$ cat src/rtl/serial_adder_pkg.sv
// rtl/serial_adder_pkg.sv - shared state encoding, default width and counter helper for the serial adder
package serial_adder_pkg;

    localparam logic [1:0] ST_IDLE  = 2'd0;
    localparam logic [1:0] ST_SHIFT = 2'd1;
    localparam logic [1:0] ST_FIN   = 2'd2;

    localparam int DEF_WIDTH = 8;

    typedef enum logic [1:0] {
        IDLE  = ST_IDLE,
        SHIFT = ST_SHIFT,
        FIN   = ST_FIN
    } state_t;

    // Ripple incrementer so the adder cell stays the only arithmetic in the block.
    function automatic logic [4:0] inc5(input logic [4:0] v);
        logic [4:0] r;
        logic       cy;
        cy = 1'b1;
        for (int i = 0; i < 5; i++) begin
            r[i] = v[i] ^ cy;
            cy   = v[i] & cy;
        end
        return r;
    endfunction

endpackage

$ cat src/rtl/serial_adder_if.sv
// rtl/serial_adder_if.sv - start/busy/done handshake and operand/result bundle for the serial adder
interface serial_adder_if
    import serial_adder_pkg::*;
#(
    parameter int WIDTH = DEF_WIDTH
);

    logic             START;
    logic [WIDTH-1:0] A;
    logic [WIDTH-1:0] B;
    logic             CIN;
    logic             BUSY;
    logic             DONE;
    logic [WIDTH-1:0] S;
    logic             COUT;

    modport master (
        output START, A, B, CIN,
        input  BUSY, DONE, S, COUT
    );

    modport slave (
        input  START, A, B, CIN,
        output BUSY, DONE, S, COUT
    );

endinterface

$ cat src/rtl/FullAdder.sv
// rtl/FullAdder.sv - one-bit full adder cell
module FullAdder (
    input  logic A,
    input  logic B,
    input  logic Cin,
    output logic S,
    output logic Cout
);

    assign S    = A ^ B ^ Cin;
    assign Cout = (A & B) | (A & Cin) | (B & Cin);

endmodule

$ cat src/rtl/serial_adder.sv
// rtl/serial_adder.sv - bit-serial WIDTH-bit adder feeding one FullAdder cell an operand bit pair per clock
module serial_adder
    import serial_adder_pkg::*;
#(
    parameter int WIDTH = DEF_WIDTH
) (
    input  logic          CLK,
    input  logic          RST,
    serial_adder_if.slave bus
);

    localparam int CW = $clog2(WIDTH);

    state_t           state;
    state_t           state_nx;
    logic [WIDTH-1:0] ra;
    logic [WIDTH-1:0] rb;
    logic [WIDTH-1:0] ps;
    logic [WIDTH-1:0] s_q;
    logic             c;
    logic             cout_q;
    logic [CW-1:0]    cnt;
    logic             fa_s;
    logic             fa_co;
    logic             load;
    logic             last;
    logic             unused_ps0;

    FullAdder u_fa (
        .A    (ra[0]),
        .B    (rb[0]),
        .Cin  (c),
        .S    (fa_s),
        .Cout (fa_co)
    );

    // The LSB of ps is shifted out on every step and never observed.
    assign unused_ps0 = ps[0];

    always_comb begin
        state_nx = state;
        load     = 1'b0;
        last     = (state == SHIFT) && (cnt == CW'(WIDTH - 1));
        case (state)
            IDLE: begin
                if (bus.START) begin
                    load     = 1'b1;
                    state_nx = SHIFT;
                end
            end
            SHIFT: begin
                if (last) begin
                    state_nx = FIN;
                end
            end
            FIN: begin
                if (bus.START) begin
                    load     = 1'b1;
                    state_nx = SHIFT;
                end else begin
                    state_nx = IDLE;
                end
            end
            default: state_nx = IDLE;
        endcase
    end

    always_ff @(posedge CLK) begin
        if (RST) begin
            state  <= IDLE;
            ra     <= '0;
            rb     <= '0;
            ps     <= '0;
            c      <= 1'b0;
            cnt    <= '0;
            s_q    <= '0;
            cout_q <= 1'b0;
        end else begin
            state <= state_nx;
            if (load) begin
                ra  <= bus.A;
                rb  <= bus.B;
                c   <= bus.CIN;
                cnt <= '0;
                ps  <= '0;
            end else if (state == SHIFT) begin
                ra  <= {1'b0, ra[WIDTH-1:1]};
                rb  <= {1'b0, rb[WIDTH-1:1]};
                ps  <= {fa_s, ps[WIDTH-1:1]};
                c   <= fa_co;
                cnt <= CW'(inc5(5'(cnt)));
                // Result registers only move on the final step, so S/COUT hold during SHIFT.
                if (last) begin
                    s_q    <= {fa_s, ps[WIDTH-1:1]};
                    cout_q <= fa_co;
                end
            end
        end
    end

    assign bus.BUSY = (state == SHIFT);
    assign bus.DONE = (state == FIN);
    assign bus.S    = s_q;
    assign bus.COUT = cout_q;

endmodule

$ cat src/flat_wrapper.sv
// flat-port wrapper written by rule: the top's interface ports become plain ports
module serial_adder_flat import serial_adder_pkg::*;
#(
    parameter int WIDTH = DEF_WIDTH
)
  (CLK, RST, bus_START, bus_A, bus_B, bus_CIN, bus_BUSY, bus_DONE, bus_S, bus_COUT);
  serial_adder_if #(.WIDTH(WIDTH)) bus_i ();
  input  logic CLK;
  input  logic RST;
  input wire logic [$bits(bus_i.START)-1:0] bus_START;
  input wire logic [$bits(bus_i.A)-1:0] bus_A;
  input wire logic [$bits(bus_i.B)-1:0] bus_B;
  input wire logic [$bits(bus_i.CIN)-1:0] bus_CIN;
  output wire logic [$bits(bus_i.BUSY)-1:0] bus_BUSY;
  output wire logic [$bits(bus_i.DONE)-1:0] bus_DONE;
  output wire logic [$bits(bus_i.S)-1:0] bus_S;
  output wire logic [$bits(bus_i.COUT)-1:0] bus_COUT;
  assign bus_i.START = bus_START;
  assign bus_i.A = bus_A;
  assign bus_i.B = bus_B;
  assign bus_i.CIN = bus_CIN;
  assign bus_BUSY = bus_i.BUSY;
  assign bus_DONE = bus_i.DONE;
  assign bus_S = bus_i.S;
  assign bus_COUT = bus_i.COUT;
  serial_adder #(.WIDTH(WIDTH)) u_core (.CLK(CLK), .RST(RST), .bus(bus_i));
endmodule
$ cat config.mk
export PLATFORM = sky130hd
export DESIGN_NAME = serial_adder_flat
export DESIGN_NICKNAME = d
export VERILOG_FILES = /design/src/rtl/serial_adder_pkg.sv /design/src/rtl/serial_adder_if.sv /design/src/rtl/FullAdder.sv /design/src/rtl/serial_adder.sv /design/src/flat_wrapper.sv
export SDC_FILE = /design/constraint.sdc
export NUM_CORES = 1
export LEC_CHECK = 0
export CAP_MARGIN = 40
export CELL_PAD_IN_SITES_DETAIL_PLACEMENT = 1
export CELL_PAD_IN_SITES_GLOBAL_PLACEMENT = 2
export CORE_MARGIN = 2
export CORE_UTILIZATION = 32
export CTS_BUF_LIST = sky130_fd_sc_hd__clkbuf_8 sky130_fd_sc_hd__clkbuf_16
export CTS_CLUSTER_SIZE = 24
export DETAILED_ROUTE_END_ITERATION = 16
export PLACE_DENSITY = 0.84
export SLEW_MARGIN = 0
export SYNTH_ARGS = -nofsm -noshare
export SYNTH_HDL_FRONTEND = slang
export SYNTH_HIERARCHICAL = 1
export SYNTH_SLANG_ARGS = --single-unit
$ cat constraint.sdc
create_clock -name CLK -period 1.79 [get_ports CLK]
set_input_delay 0.537 -clock CLK [delete_from_list [all_inputs] [get_ports CLK]]
set_output_delay 0.537 -clock CLK [all_outputs]
set_load 0.02 [all_outputs]
# Word-level counts from Yosys, hierarchy flattened
# Index checks and enable logic that the tools add are counted.
# op_classes
bitwise	12
reduce_logical	7
muxes	12
eq_ne	5
# ops
cell	n
$mux 8	4
$pmux 2 s3	1
$mux 1	5
$and 1x1->1	4
$mux 2	2
$reduce_or 2->1	2
$xor 1x1->1	4
$eq 3x3->1 const B	1
$reduce_and 3->1	1
$eq 2x1->1 const B	1
$eq 2x2->1 const B	1
$logic_not 2->1	1
$ne 2x1->1 const B	1
$ne 2x2->1 const B	1
$not 1->1	2
$or 1x1->1	2
$reduce_and 2->1	1
$reduce_bool 2->1	1
$logic_and 1x1->1	1
# word_totals
ff_bits	39
elab_cells	44
in_bits	20

# Depth between registers and ports, before layout
# Gate-level depths: netlist (run 1).
# logic_depth
word_depth	5
ltp_mapped	6

# Hierarchy
# The synthesis (run 1) kept the hierarchy.
# by_module_without_submodules
mod	seq_area_each_um2	area_per_inst_um2	n_inst	cells_per_inst
serial_adder	760.7	1491.4	1	173
FullAdder	0.0	20.0	1	1

# Least setup slack after synthesis (run 1)
# Ideal clock, no wire load.
# synth_path
path_kind	reg-to-output
from	register u_core.state[1]
to	output port bus_BUSY
path_stages_with_launch	5
required_time_ns	1.253
n_path_buf	2
arrival_time_ns	0.778
slack_ns	0.475
path_cell_list	dfxtp_1 -> nand2b_1 -> buf_6 -> inv_6 -> buf_6
# synth_via
elab_chain_len	1
# synth_lines
element	line_no	source
from (decl)	serial_adder.sv:14	state_t state;
from (signal assigned)	serial_adder.sv:79	state <= state_nx;
$eq 2x1->1	serial_adder.sv:101	assign bus.BUSY = (state == SHIFT);
to (decl)	flat_wrapper.sv:14	output wire logic [$bits(bus_i.BUSY)-1:0] bus_BUSY;
# Every way passes these cells.

# Final worst setup path (run 1)
# layout_path
from	register u_core.state[0]
to	output port bus_BUSY
# The elaborated chain is that of the path after synthesis.

==> flow_metrics.env, run 1 <==
export IMPL_p_total_mw=1.75
export IMPL_critPathCaptureType="primary output"
export IMPL_die_w_um=72.7
export IMPL_fin_area_mm2=0.00197
export IMPL_async_flop_share_pct=0
export IMPL_port_buffers=30
export IMPL_synth_area_mm2=0.00151
export IMPL_hold_viol=0
export IMPL_hold_slack_ns=0.454
export IMPL_ys_flop_type="dfxtp_1"
export IMPL_rr_worst_depth=5
export IMPL_cp_required_ns=1.25
export IMPL_setup_viol=0
export IMPL_setup_tns_ns=0
export IMPL_post_drt_wl_per_cell_um=13.5
export IMPL_p_sw_mw=0.449
export IMPL_num_antenna_cells=0
export IMPL_dpl_cell_area_mm2=0.00185
export IMPL_clk_pin_slew_ns=0.07
export IMPL_rows=25
export IMPL_worst_slew_pin_slew_ns=0.395
export IMPL_die_area_mm2=0.00529
export IMPL_cp_max_fo=5
export IMPL_ant_nets=0
export IMPL_max_freq_mhz=581
export IMPL_ctsRootBufferMaster="clkbuf_8"
export IMPL_final_nets=229
export IMPL_cts_tree="done"
export IMPL_wl_mm=3.53
export IMPL_p_leak_nw=0.842
export IMPL_yosysMostFrequentCell="dfxtp_1"
export IMPL_synth_top_area_share_pct=50.3
export IMPL_ys_types=24
export IMPL_p_clk_share_pct=35.1
export IMPL_route_detailed_drc=0
export IMPL_syn_avg_cell_area_um2=8.69
export IMPL_synthCells=174
export IMPL_gp_congestion=0.768
export IMPL_fp_dieH_um=72.7
export IMPL_drtPass1Iterations=3
export IMPL_synthTopCellsByArea="dfxtp_1 50%, nand2_1 8.4%, a21oi_1 7.3%"
export IMPL_rsz0062_at_grt="false"
export IMPL_fillers=554
export IMPL_vdd_drop_max_uv=544
export IMPL_max_slew_margin_pct=73.6
export IMPL_cts_buffers=5
export IMPL_viasPerCell=5.02
export IMPL_post_dp_hpwl_mm=2.52
export IMPL_vias=1310
export IMPL_final_util_pct=42.5
export IMPL_pre_cts_slack_ns=0.0712
export IMPL_maxCapViolations=0
export IMPL_grt_pass1_wl_mm=6.12
export IMPL_holdPathEnd="u_core/bus.S[4]"
export IMPL_fin_worst_skew_ns=0.00527
export IMPL_r2r_slack_ns=0.40
export IMPL_post_route_min_period_ns=1.72
export IMPL_slew_violations=0
export IMPL_globalRoute_totalOverflow=0
export IMPL_grt_max_degree=36
export IMPL_syn_nets=197
export IMPL_synth_seq_cells=38
export IMPL_arrival_ns=1.19
export IMPL_pwr_share_seq_pct=51.8
export IMPL_finalNonFillerCells=261
export IMPL_grt_pass1_vias=1365
export IMPL_drive_above_1_share_pct=8.70
export IMPL_min_path_type="register to register"
export IMPL_synth_edf_count=0
export IMPL_hold_start="u_core/bus.S[4]"
export IMPL_synthTopCellsByCount="38 x dfxtp_1, 34 x nand2_1, 22 x a21oi_1, 19 x nor3_1, 13 x nand3_1"
export IMPL_io_pins=31
export IMPL_r2r_end="u_core/rb[6]"
export IMPL_synth_top_area_cell="dfxtp_1"
export IMPL_antenna_found_initial=0
export IMPL_p_int_mw=1.31
export IMPL_status="completed"
export IMPL_hold_path_depth=2
export IMPL_ys_seq_area_share_pct=50.3
export IMPL_syn_to_final_growth_pct=30.1
export IMPL_worst_setup_path_start_kind="register"
export IMPL_dp_cells=253
export IMPL_htree_levels=2
export IMPL_hold_buffers=0
export IMPL_initialDrtViolationCount=57
export IMPL_core_area_mm2=0.00463
export IMPL_p_per_area_mw_per_mm2=892
export IMPL_clk_insertion_delay_late_ns=0.29
export IMPL_setup_ws_ns=0.0676
export IMPL_critical_path_class="register to primary output"
export IMPL_grt_usage_pct=15.0
export IMPL_clk_path_buf_depth=2
export IMPL_r2r_start="u_core/state[0]"
export IMPL_switching_share_pct=25.6
export IMPL_synth_warnings=6
export IMPL_cts_sinks=38
export IMPL_power_share_combinational_pct=13.0
export IMPL_fin_crit_sh_pct=96.2
export IMPL_start_util_pct=32.6
-- flip-flops by register name, indices dropped and copies added (netlist names) --
register,flops
u_core/ra,8
u_core/state,2
u_core/ps,7
u_core/cnt,3
u_core/c,1
u_core/bus.COUT,1
u_core/bus.S,8
u_core/rb,8
-- critical path, stage by stage (launching register included) --
cell and delay [ns]:
dfxtp_1 0.38, nand2b_1 0.15, inv_6 0.07, clkdlybuf4s15_1 0.29
-- layout by cell type (no fill, tap or decap), drive strengths merged, types with 2 or more instances in the layout --
master	n
dfxtp	38
nand2	34
a21oi	22
clkdlybuf4s50	19
nor3	19
nand3	13
o22ai	9
buf	9
dlymetal6s2s	8
clkbuf	6
nor2	6
nand2b	3
a311oi	3
a22oi	3
dlygate4sd2	2
ha	2
-- cell type report --
class | instances | area, µm² | share of cell area (%)
repair buffers | 39 | 398 | 20.2
flip-flops and latches | 38 | 761 | 38.7
inverters | 1 | 8.76 | 0.445
well taps | 54 | 67.6 | 3.44
clock inverters | 2 | 12.5 | 0.636
multi-input cells | 121 | 637 | 32.4
clock buffers | 6 | 82.6 | 4.20
-- layer usage --
metal	vias to the layer above	wire, µm	global-route usage [%]
li1	668	-	-
met1	610	1580	17.6
met2	27	1720	25.3
met3	5	185	5.25
met4	0	40	5.56
met5	-	0	0
-- power groups by stage --
stage | sequential (mW) | clock, mW | combinational, mW
after global routing | 0.915 | 0.681 | 0.255
final | 0.909 | 0.616 | 0.229
after floorplan | 0.922 | 0 | 0.158
after global placement | 0.927 | 0 | 0.224
after CTS | 0.909 | 0.645 | 0.233
after detailed placement | 0.929 | 0 | 0.233
-- worst max-delay path by stage --
stage / depth (start not counted) / to / start
after floorplan: 4 / bus_BUSY / u_core/state[1]
after global placement: 3 / bus_BUSY / u_core/state[1]
after detailed placement: 5 / u_core/rb[7] / bus_START
after CTS: 1 / bus_S[2] / u_core/bus.S[2]
after global routing: 3 / bus_BUSY / u_core/state[0]
final: 3 / bus_BUSY / u_core/state[0]
-- cell families after synthesis --
group | Yosys count | synth area share [%]
simple gates | 78 | 23.2
compound gates | 38 | 14.7
flops | 38 | 50.3
buf+inv | 15 | 7.53
fa+ha+maj | 3 | 2.98
xor+xnor | 1 | 0.580
mux | 1 | 0.662
-- what timing repair did --
item / in CTS / in global routing
gates resized for setup: 3 / 9
setup buffers: 0 / 0
gates cloned: 0 / 0
endpoints found under the setup margin: 3 / 9
(Power assumes the default switching activity.)
==> run 2: changes to the inputs <==
- PLACE_DENSITY: 0.84 -> 0.89
- SETUP_SLACK_MARGIN: not set -> 0.15
- SLEW_MARGIN: 0 -> 20
==> run 2 against run 1 <==
  * Cell count grew 0.77%
  * Count of clock-buffer cells in the layout is the same
  * Fmax grew 9.5%
  * Via count grew 1.2%
  * Sequential power is essentially flat
  * Clock skew grew 0.00094 ns
  * Non-clock buffer count grew 2
  * Critical path type unchanged
  * Critical endpoint unchanged
==> flow_metrics.env, run 2 (synthesis results as in run 1) <==
export IMPL_grt_usage_pct=15.4
export IMPL_port_buffers=30
export IMPL_dp_cells=255
export IMPL_post_cts_setup_buffers=0
export IMPL_dpl_cell_area_mm2=0.00186
export IMPL_post_route_min_period_ns=1.57
export IMPL_clk_path_buf_depth=2
export IMPL_hold_buffers=0
export IMPL_post_drt_wl_per_cell_um=14.2
export IMPL_ant_nets=0
export IMPL_drtPass1Iterations=4
export IMPL_clk_pin_slew_ns=0.08
export IMPL_max_slew_margin_pct=74.9
export IMPL_holdPathEnd="u_core/bus.S[6]"
export IMPL_p_int_mw=1.30
export IMPL_power_share_combinational_pct=13.3
export IMPL_worst_setup_path_start_kind="register"
export IMPL_grt_pass1_wl_mm=6.25
export IMPL_fin_crit_sh_pct=87.9
export IMPL_wl_mm=3.73
export IMPL_p_clk_share_pct=35.0
export IMPL_hold_start="u_core/bus.S[6]"
export IMPL_clk_insertion_delay_late_ns=0.29
export IMPL_r2r_end="u_core/ra[5]"
export IMPL_vias=1326
export IMPL_antenna_found_initial=0
export IMPL_fp_dieH_um=72.7
export IMPL_cts_buffers=5
export IMPL_switching_share_pct=25.8
export IMPL_vdd_drop_max_uv=287
export IMPL_fin_worst_skew_ns=0.00621
export IMPL_rows=25
export IMPL_post_dp_hpwl_mm=2.54
export IMPL_start_util_pct=32.6
export IMPL_r2r_start="u_core/state[1]"
export IMPL_grt_pass1_vias=1356
export IMPL_cp_required_ns=1.25
export IMPL_setup_viol=0
export IMPL_gp_congestion=0.778
export IMPL_finalNonFillerCells=263
export IMPL_p_per_area_mw_per_mm2=911
export IMPL_die_w_um=72.7
export IMPL_die_area_mm2=0.00529
export IMPL_slew_violations=0
export IMPL_route_detailed_drc=0
export IMPL_cp_max_fo=3
export IMPL_io_pins=31
export IMPL_worst_slew_pin_slew_ns=0.375
export IMPL_cts_tree="done"
export IMPL_final_util_pct=41.7
export IMPL_hold_path_depth=2
export IMPL_grt_max_degree=36
export IMPL_max_freq_mhz=636
export IMPL_final_common_cell="dfxtp_1"
export IMPL_rr_worst_depth=5
export IMPL_cts_sinks=38
export IMPL_rsz0062_at_grt="false"
export IMPL_p_leak_nw=0.733
export IMPL_core_area_mm2=0.00463
export IMPL_num_antenna_cells=0
export IMPL_r2r_slack_ns=0.41
export IMPL_hold_viol=0
export IMPL_final_cell_mix="38 x dfxtp_1, 34 x nand2_1, 22 x a21oi_1"
export IMPL_critical_path_class="register to primary output"
export IMPL_globalRoute_totalOverflow=0
export IMPL_ctsRootBufferMaster="clkbuf_8"
export IMPL_cp_startpoint="u_core/state[1]"
export IMPL_syn_to_final_growth_pct=27.7
export IMPL_pwr_share_seq_pct=51.7
export IMPL_final_nets=231
export IMPL_drive_above_1_share_pct=10.5
export IMPL_min_path_type="register to register"
export IMPL_htree_levels=2
export IMPL_status="completed"
export IMPL_fin_area_mm2=0.00193
export IMPL_arrival_ns=1.04
export IMPL_p_sw_mw=0.454
export IMPL_initialDrtViolationCount=58
export IMPL_setup_tns_ns=0
export IMPL_maxCapViolations=0
export IMPL_viasPerCell=5.04
export IMPL_critPathCaptureType="primary output"
==> run 2: final cells by class <==
class,instances,area (µm²)
Multi-Input combinational cell,121,637
Fill cell,566,2700
Tap cell,54,67.6
Inverter,1,8.76
Clock buffer,6,82.6
Timing Repair Buffer,41,362
Sequential cell,38,761
Clock inverter,2,12.5
==> run 2: how the worst max path moves through the flow <==
stage / slack (ns) / end / cells past startpoint
2_1_floorplan: 0.47 / bus_BUSY / 4
3_3_place_gp: 0.1 / u_core/ra[4] / 5
3_5_place_dp: 0.07 / u_core/ra[5] / 5
4_1_cts: 0.04 / bus_BUSY / 3
5_1_grt: 0.17 / bus_BUSY / 3
6_report: 0.22 / bus_BUSY / 3
==> run 2: per-stage QoR <==
stage	hold WS (ns)	power, mW	worst slack [ns]
after floorplan	0.437	1.08	0.475
after global placement	0.444	1.16	0.0951
after detailed placement	0.449	1.16	0.0659
after CTS	0.457	1.78	0.0354
after global routing	0.477	1.85	0.166
final	0.453	1.76	0.217
==> run 2: power groups by stage <==
stage / Sequential [mW] / Clock (mW) / Combinational, mW
6_report: 0.909 / 0.615 / 0.234
5_1_grt: 0.914 / 0.675 / 0.259
4_1_cts: 0.909 / 0.639 / 0.237
3_5_place_dp: 0.928 / 0 / 0.236
3_3_place_gp: 0.927 / 0 / 0.231
2_1_floorplan: 0.922 / 0 / 0.158
==> run 2: worst max-delay path, stage by stage (launching register included) <==
cell and delay (ns):
dfxtp_1 0.31, nand2b_1 0.21, inv_6 0.07, clkbuf_2 0.16
==> run 2: per-layer routing <==
layer	GRT usage, %	wire [µm]	share of wire, %
met1	18.5	1710	46
met2	26.2	1860	50
met3	3.18	95	2.5
met4	7.41	72	1.9
met5	0	0	0
==> run 2: repair_timing <==
| item | CTS | global route |
|---|---|---|
| gates resized for setup | 12 | 3 |
| cloned | 0 | 0 |
| hold endpoints to repair | 0 | 0 |
| setup endpoints to repair | 11 | 2 |
| pin swaps | 0 | 0 |
==> run 3: changes to the inputs <==
- ABC_AREA: not set -> 0
==> results of run 3 <==
Same layout as run 2: the final DEF is identical, and so are final timing and power.
